**config.mk**
```make
export PLATFORM = sky130hd
export DESIGN_NAME = sram_write_scheduler
export DESIGN_NICKNAME = d
export VERILOG_FILES = /design/src/rtl/sram_sched_pkg.sv /design/src/rtl/sync_cmd_fifo.sv /design/src/rtl/sram_write_scheduler.sv
export SDC_FILE = /design/constraint.sdc
export NUM_CORES = 1
export LEC_CHECK = 0
export CAP_MARGIN = 0
export CORE_MARGIN = 2
export CORE_UTILIZATION = 58
export DETAILED_ROUTE_END_ITERATION = 16
export HOLD_SLACK_MARGIN = 0.03
export PLACE_DENSITY = 0.94
export SETUP_SLACK_MARGIN = 0.3
export SLEW_MARGIN = 20
export SYNTH_ARGS = -nofsm -noshare
export SYNTH_HDL_FRONTEND = slang
export SYNTH_HIERARCHICAL = 1
export SYNTH_SLANG_ARGS = --single-unit
```
**constraint.sdc**
```tcl
create_clock -name clk_sys -period 7.8 [get_ports clk_sys]
set_input_delay 1.56 -clock clk_sys [delete_from_list [all_inputs] [get_ports clk_sys]]
set_output_delay 1.56 -clock clk_sys [all_outputs]
set_load 0.01 [all_outputs]
```
**src/rtl/sram_sched_pkg.sv**
```systemverilog
// Shared types for the SRAM write scheduler: FSM encodings and the queued command word.
// Command word layout is {sel, addr[15:0], data[15:0]}, sel in bit 32.
package sram_sched_pkg;

    localparam int ADDR_W = 16;
    localparam int DATA_W = 16;
    localparam int CNT_W  = 8;

    typedef logic [1:0] state_t;
    localparam state_t IDLE   = 2'd0;
    localparam state_t SETUP  = 2'd1;
    localparam state_t STROBE = 2'd2;
    localparam state_t HOLD   = 2'd3;

    typedef struct packed {
        logic              sel;
        logic [ADDR_W-1:0] addr;
        logic [DATA_W-1:0] data;
    } cmd_t;

    localparam int CMD_W = $bits(cmd_t);

    function automatic cmd_t pack_cmd(input logic sel, input logic [ADDR_W-1:0] addr,
                                      input logic [DATA_W-1:0] data);
        cmd_t c;
        c.sel  = sel;
        c.addr = addr;
        c.data = data;
        return c;
    endfunction

endpackage

```
**src/rtl/sync_cmd_fifo.sv**
```systemverilog
// Generic DEPTH x W synchronous FIFO; push visible at the read port one cycle later (no fall-through).
// Backpressure: push ignored while full, pop ignored while empty; push+pop together keeps level.
module sync_cmd_fifo #(
    parameter int DEPTH = 4,
    parameter int W     = 33
) (
    input  logic                     clk_sys,
    input  logic                     rst,
    input  logic                     push,
    input  logic [W-1:0]             push_dat,
    input  logic                     pop,
    output logic [W-1:0]             pop_dat,
    output logic                     full,
    output logic                     empty,
    output logic [$clog2(DEPTH):0]   level
);

    localparam int AW = $clog2(DEPTH);
    localparam logic [AW:0] LVL_FULL = (AW+1)'(DEPTH);

    logic [W-1:0]  mem [DEPTH];
    logic [AW-1:0] wr_ptr;
    logic [AW-1:0] rd_ptr;
    logic          push_ok;
    logic          pop_ok;

    assign full    = (level == LVL_FULL);
    assign empty   = (level == '0);
    assign push_ok = push && !full;
    assign pop_ok  = pop && !empty;
    assign pop_dat = mem[rd_ptr];

    // Storage needs no reset: pointers and level define what is valid.
    always_ff @(posedge clk_sys) begin
        if (push_ok) begin
            mem[wr_ptr] <= push_dat;
        end
    end

    always_ff @(posedge clk_sys or posedge rst) begin
        if (rst) begin
            wr_ptr <= '0;
            rd_ptr <= '0;
            level  <= '0;
        end else begin
            if (push_ok) begin
                wr_ptr <= wr_ptr + 1'b1;
            end
            if (pop_ok) begin
                rd_ptr <= rd_ptr + 1'b1;
            end
            case ({push_ok, pop_ok})
                2'b10:   level <= level + 1'b1;
                2'b01:   level <= level - 1'b1;
                default: level <= level;
            endcase
        end
    end

endmodule

```
**src/rtl/sram_write_scheduler.sv**
```systemverilog
// Queues SPI write commands and plays them into two SRAMs with setup/strobe/hold timing; pins registered, 1-cycle latency.
// Backpressure: cmd_ready = !full; playback counter of the target SRAM is stalled via holdN for the whole access.
module sram_write_scheduler
    import sram_sched_pkg::*;
#(
    parameter int DEPTH     = 4,
    parameter int SETUP_CYC = 2,
    parameter int WE_CYC    = 2,
    parameter int HOLD_CYC  = 1
) (
    input  logic                     clk_sys,
    input  logic                     rst,
    input  logic                     cmd_valid,
    output logic                     cmd_ready,
    input  logic                     cmd_sel,
    input  logic [ADDR_W-1:0]        cmd_addr,
    input  logic [DATA_W-1:0]        cmd_data,
    input  logic [ADDR_W-1:0]        play_addr0,
    input  logic [ADDR_W-1:0]        play_addr1,
    output logic [ADDR_W-1:0]        sram0_addr,
    output logic [DATA_W-1:0]        sram0_dout,
    output logic                     sram0_oe,
    output logic                     sram0_we_n,
    output logic [ADDR_W-1:0]        sram1_addr,
    output logic [DATA_W-1:0]        sram1_dout,
    output logic                     sram1_oe,
    output logic                     sram1_we_n,
    output logic                     hold0,
    output logic                     hold1,
    output logic                     busy,
    output logic                     wr_done,
    output logic [$clog2(DEPTH):0]   fifo_level
);

    cmd_t             fifo_rdat;
    logic             fifo_full;
    logic             fifo_empty;
    logic             pop;

    state_t           state;
    state_t           state_nxt;
    logic [CNT_W-1:0] cnt;
    logic [CNT_W-1:0] cnt_nxt;
    cmd_t             act;
    cmd_t             act_nxt;
    logic             done_nxt;
    logic             drive0;
    logic             drive1;
    logic             strobe_nxt;

    sync_cmd_fifo #(
        .DEPTH (DEPTH),
        .W     (CMD_W)
    ) u_fifo (
        .clk_sys  (clk_sys),
        .rst      (rst),
        .push     (cmd_valid),
        .push_dat (pack_cmd(cmd_sel, cmd_addr, cmd_data)),
        .pop      (pop),
        .pop_dat  (fifo_rdat),
        .full     (fifo_full),
        .empty    (fifo_empty),
        .level    (fifo_level)
    );

    assign cmd_ready = !fifo_full;
    assign busy      = (state != IDLE) || !fifo_empty;

    always_comb begin
        state_nxt = state;
        cnt_nxt   = cnt;
        act_nxt   = act;
        pop       = 1'b0;
        done_nxt  = 1'b0;
        case (state)
            IDLE: begin
                if (!fifo_empty) begin
                    pop       = 1'b1;
                    act_nxt   = fifo_rdat;
                    state_nxt = SETUP;
                    cnt_nxt   = CNT_W'(SETUP_CYC - 1);
                end
            end
            SETUP: begin
                if (cnt == '0) begin
                    state_nxt = STROBE;
                    cnt_nxt   = CNT_W'(WE_CYC - 1);
                end else begin
                    cnt_nxt = cnt - 1'b1;
                end
            end
            STROBE: begin
                if (cnt == '0) begin
                    state_nxt = HOLD;
                    cnt_nxt   = CNT_W'(HOLD_CYC - 1);
                end else begin
                    cnt_nxt = cnt - 1'b1;
                end
            end
            default: begin
                if (cnt == '0) begin
                    state_nxt = IDLE;
                    done_nxt  = 1'b1;
                end else begin
                    cnt_nxt = cnt - 1'b1;
                end
            end
        endcase
    end

    // Pins are registered from next-state so they line up with the state they describe.
    assign drive0     = (state_nxt != IDLE) && !act_nxt.sel;
    assign drive1     = (state_nxt != IDLE) &&  act_nxt.sel;
    assign strobe_nxt = (state_nxt == STROBE);

    always_ff @(posedge clk_sys or posedge rst) begin
        if (rst) begin
            state <= IDLE;
            cnt   <= '0;
            act   <= '0;
        end else begin
            state <= state_nxt;
            cnt   <= cnt_nxt;
            act   <= act_nxt;
        end
    end

    always_ff @(posedge clk_sys or posedge rst) begin
        if (rst) begin
            sram0_we_n <= 1'b1;
            sram0_oe   <= 1'b0;
            sram0_dout <= '0;
            hold0      <= 1'b0;
            sram1_we_n <= 1'b1;
            sram1_oe   <= 1'b0;
            sram1_dout <= '0;
            hold1      <= 1'b0;
            wr_done    <= 1'b0;
        end else begin
            sram0_we_n <= !(drive0 && strobe_nxt);
            sram0_oe   <= drive0;
            sram0_dout <= drive0 ? act_nxt.data : '0;
            hold0      <= drive0;
            sram1_we_n <= !(drive1 && strobe_nxt);
            sram1_oe   <= drive1;
            sram1_dout <= drive1 ? act_nxt.data : '0;
            hold1      <= drive1;
            wr_done    <= done_nxt;
        end
    end

    // No reset: in reset the FSM is idle and the FIFO empty, so these simply track playback.
    always_ff @(posedge clk_sys) begin
        sram0_addr <= drive0 ? act_nxt.addr : play_addr0;
        sram1_addr <= drive1 ? act_nxt.addr : play_addr1;
    end

endmodule

```
==> flow_metrics.env <==
export IMPL_status="complete, no violations"
export IMPL_yosysMostFrequentCell="edfxtp_1"
export IMPL_crit_family="simple AND/OR/NAND/NOR gates"
export IMPL_rows=46
export IMPL_grt_usage_pct=25.2
export IMPL_wire_per_inst_um=22.9
export IMPL_drt_initial_drc_count=414
export IMPL_grt_max_degree=81
export IMPL_antenna_found_initial=0
export IMPL_syn_to_final_growth_pct=25.0
export IMPL_drive_gt1_share_pct=19.3
export IMPL_finalSetupViolations=0
export IMPL_async_reset_ff_share_pct=34.7
export IMPL_fin_nets=747
export IMPL_wirelength_um=20800
export IMPL_cts_tree="yes"
export IMPL_max_freq_mhz=230
export IMPL_synthCells=519
export IMPL_crit_chain="nor3_1 > nor3b_2 > inv_1 > clkdlybuf4s50_1"
export IMPL_critPathKind="register to output port"
export IMPL_synthTopCellsByArea="edfxtp_1, dfrtp_1, dfxtp_1"
export IMPL_rr_worst_depth=5
export IMPL_n_antenna_cell=0
export IMPL_dp_cells=860
export IMPL_cts_resized=0
export IMPL_syn_num_nets=595
export IMPL_critPathRequiredTime_ns=6.24
export IMPL_die_area_um2=17200
export IMPL_fin_util_pct=73.9
export IMPL_worst_r2r_startpoint="u_fifo/rd_ptr[1]$_DFFE_PP0P_"
export IMPL_maxSlewViolCount=0
export IMPL_place_gp_congestion=0.801
export IMPL_ys_flop_type="edfxtp_1"
export IMPL_yosys_top_cells_count="edfxtp_1, dfrtp_1, mux2_2, nor2_1, dfxtp_1"
export IMPL_hold_class="register to register"
export IMPL_clkTransAtPathRegs_ns=0.06
export IMPL_cts_sinks=251
export IMPL_layout_worst_path_cycle_share_pct=55.7
export IMPL_dp_hpwl_um=12300
export IMPL_ys_seq_elements=251
export IMPL_setup_tns_ns=0
export IMPL_rrSetupSlack_ns=4.55
export IMPL_synth_distinct_cells=49
export IMPL_grt_pass1_wl_um=31500
export IMPL_synth_seq_area_share_pct=72.5
export IMPL_period_minus_slack_ns=4.34
export IMPL_cts_inserted_buffers=25
export IMPL_critPathMaxFanout=7
export IMPL_finalNonFillerCells=906
export IMPL_hold_end="act[0]$_DFF_PP0_"
export IMPL_first_pass_iters=5
export IMPL_fill_cells=868
export IMPL_maxCapViolations=0
export IMPL_arrival_ns=2.78
export IMPL_slowest_stage="nor3_1"
export IMPL_synth_top_area_share_pct=42.4
export IMPL_yosysWarnings=6
export IMPL_coreArea_um2=15800
export IMPL_timing_critical_path_buf_inv=2
export IMPL_cts_setup_buffers=0
export IMPL_synth_edf_count=132
export IMPL_reg2reg_to="sram0_addr[0]$_DFF_P_"
export IMPL_power_density_nw_per_um2=429
export IMPL_worst_slew_pin_slew_ns=0.943
export IMPL_die_w_um=131
export IMPL_avgSynthCellArea_um2=18.0
export IMPL_clock_path_buffers=3
export IMPL_worst_skew_pair_late_latency_ns=0.52
export IMPL_numPortBuffers=143
export IMPL_final_hold_viol_count=0
export IMPL_relSlewSlack_pct=37.2
export IMPL_clock_skew_ns=0.0105
export IMPL_vias=5160
export IMPL_cp_start_kind="register"
export IMPL_yosysTopAreaCell="edfxtp_1"
export IMPL_start_util_pct=59.1
export IMPL_antenna_left=0
export IMPL_ioPinCount=144
export IMPL_vdd_drop_max_uv=288
export IMPL_h_tree_depth=1
export IMPL_die_y_um=131
export IMPL_hold_path_startpoint="act[0]$_DFF_PP0_"
export IMPL_p_total_mw=5.01
export IMPL_cp_end_kind="output port"
export IMPL_root_buffer="clkbuf_16"
export IMPL_synthesis_area_um2=9360
export IMPL_rsz0062_at_grt="false"
export IMPL_grt_pass1_vias=5575
export IMPL_min_path_cells=2
export IMPL_setup_worst_path_start="u_fifo/level[0]$_DFFE_PP0P_"
export IMPL_p_leak_nw=4.43
export IMPL_drc_errors=0
export IMPL_holdBufCountCts=0
export IMPL_via_per_inst=5.70
export IMPL_slowest_delay_ns=0.61
export IMPL_grt_ovfl_total=0
-- worst register-to-register path: stages (launching register included) --
cell     delay (ns)
dfrtp_2        0.97
mux4_1         0.47
mux2i_1        0.28
nand3_2        0.41
inv_2          0.58
mux2_2         0.41
-- layout make-up --
class | instances | area (µm²) | share of cell area [%]
flip-flops and latches | 251 | 6790 | 58.0
clock buffers | 38 | 704 | 6.02
well taps | 216 | 270 | 2.31
inverters | 31 | 123 | 1.05
repair buffers | 146 | 1460 | 12.5
multi-input cells | 216 | 2260 | 19.4
clock inverters | 8 | 92.6 | 0.791
-- metrics by stage --
stage / cell area, µm² / hold slack, ns / setup slack, ns
after floorplan: 9360 / 0.466 / 4.19
after global placement: 10900 / 0.489 / 4.18
after detailed placement: 10900 / 0.499 / 4.06
after CTS: 11700 / 0.511 / 3.46
after global routing: 11700 / 0.533 / 3.30
final: 11700 / 0.503 / 3.46
-- cell families after synthesis --
kind of cell / share of synthesized area [%]
multiplexers: 16.4
adder cells (fa/ha/maj): 1.15
AO/OA/AOI/OAI: 1.47
AND/OR/NAND/NOR: 4.30
buffers and inverters: 3.44
flip-flops: 72.5
XOR/XNOR: 0.749
-- cells in the final DEF, fill, tap and decap left out, types with 10 or more instances in the layout --
| master | synthesis | final |
|---|---|---|
| clkbuf_1 | 1 | 10 |
| clkbuf_16 | 0 | 25 |
| clkdlybuf4s50_1 | 0 | 143 |
| dfrtp_1 | 85 | 83 |
| dfxtp_1 | 32 | 32 |
| edfxtp_1 | 132 | 132 |
| inv_1 | 28 | 27 |
| mux2_2 | 42 | 42 |
| mux2i_1 | 18 | 18 |
| mux4_2 | 28 | 28 |
| nand2_1 | 10 | 10 |
| nor2_1 | 38 | 38 |
-- per-layer routing --
layer  part of all wire [%]  global-route usage, %  vias to the layer above  wire length (µm)
li1                       -                      -                     2207                 -
met1                     38                   32.2                     2655              7810
met2                     53                   43.1                      253             11100
met3                    6.1                   4.40                       45              1260
met4                    3.1                   10.5                        0               640
met5                      0                      0                        -                 0
-- power by group --
part           switching (mW)  total [mW]  internal, mW
clock network           0.480        1.17         0.689
registers               0.230        2.09          1.86
logic                   0.874        1.76         0.882
total                    1.58        5.01          3.43
-- worst max-delay path by stage --
stage / cells after the start / end / slack, ns
3_5_place_dp: 4 / busy / 4.06
3_3_place_gp: 4 / busy / 4.18
2_1_floorplan: 1 / act[0]$_DFF_PP0_ / 4.19
5_1_grt: 4 / busy / 3.30
4_1_cts: 4 / busy / 3.46
6_report: 4 / busy / 3.46
-- state kept, by name, summed over array words and instances, names as in the netlist --
register / cells
u_fifo/wr_ptr: 2
u_fifo/rd_ptr: 2
sram0_dout: 16
sram1_dout: 16
u_fifo/mem: 132
sram0_addr: 16
u_fifo/level: 3
sram1_addr: 16
wr_done: 1
cnt: 8
sram1_we_n: 1
act: 33
hold1: 1
hold0: 1
sram0_we_n: 1
state: 2
Power figures use the tool's default switching activity.
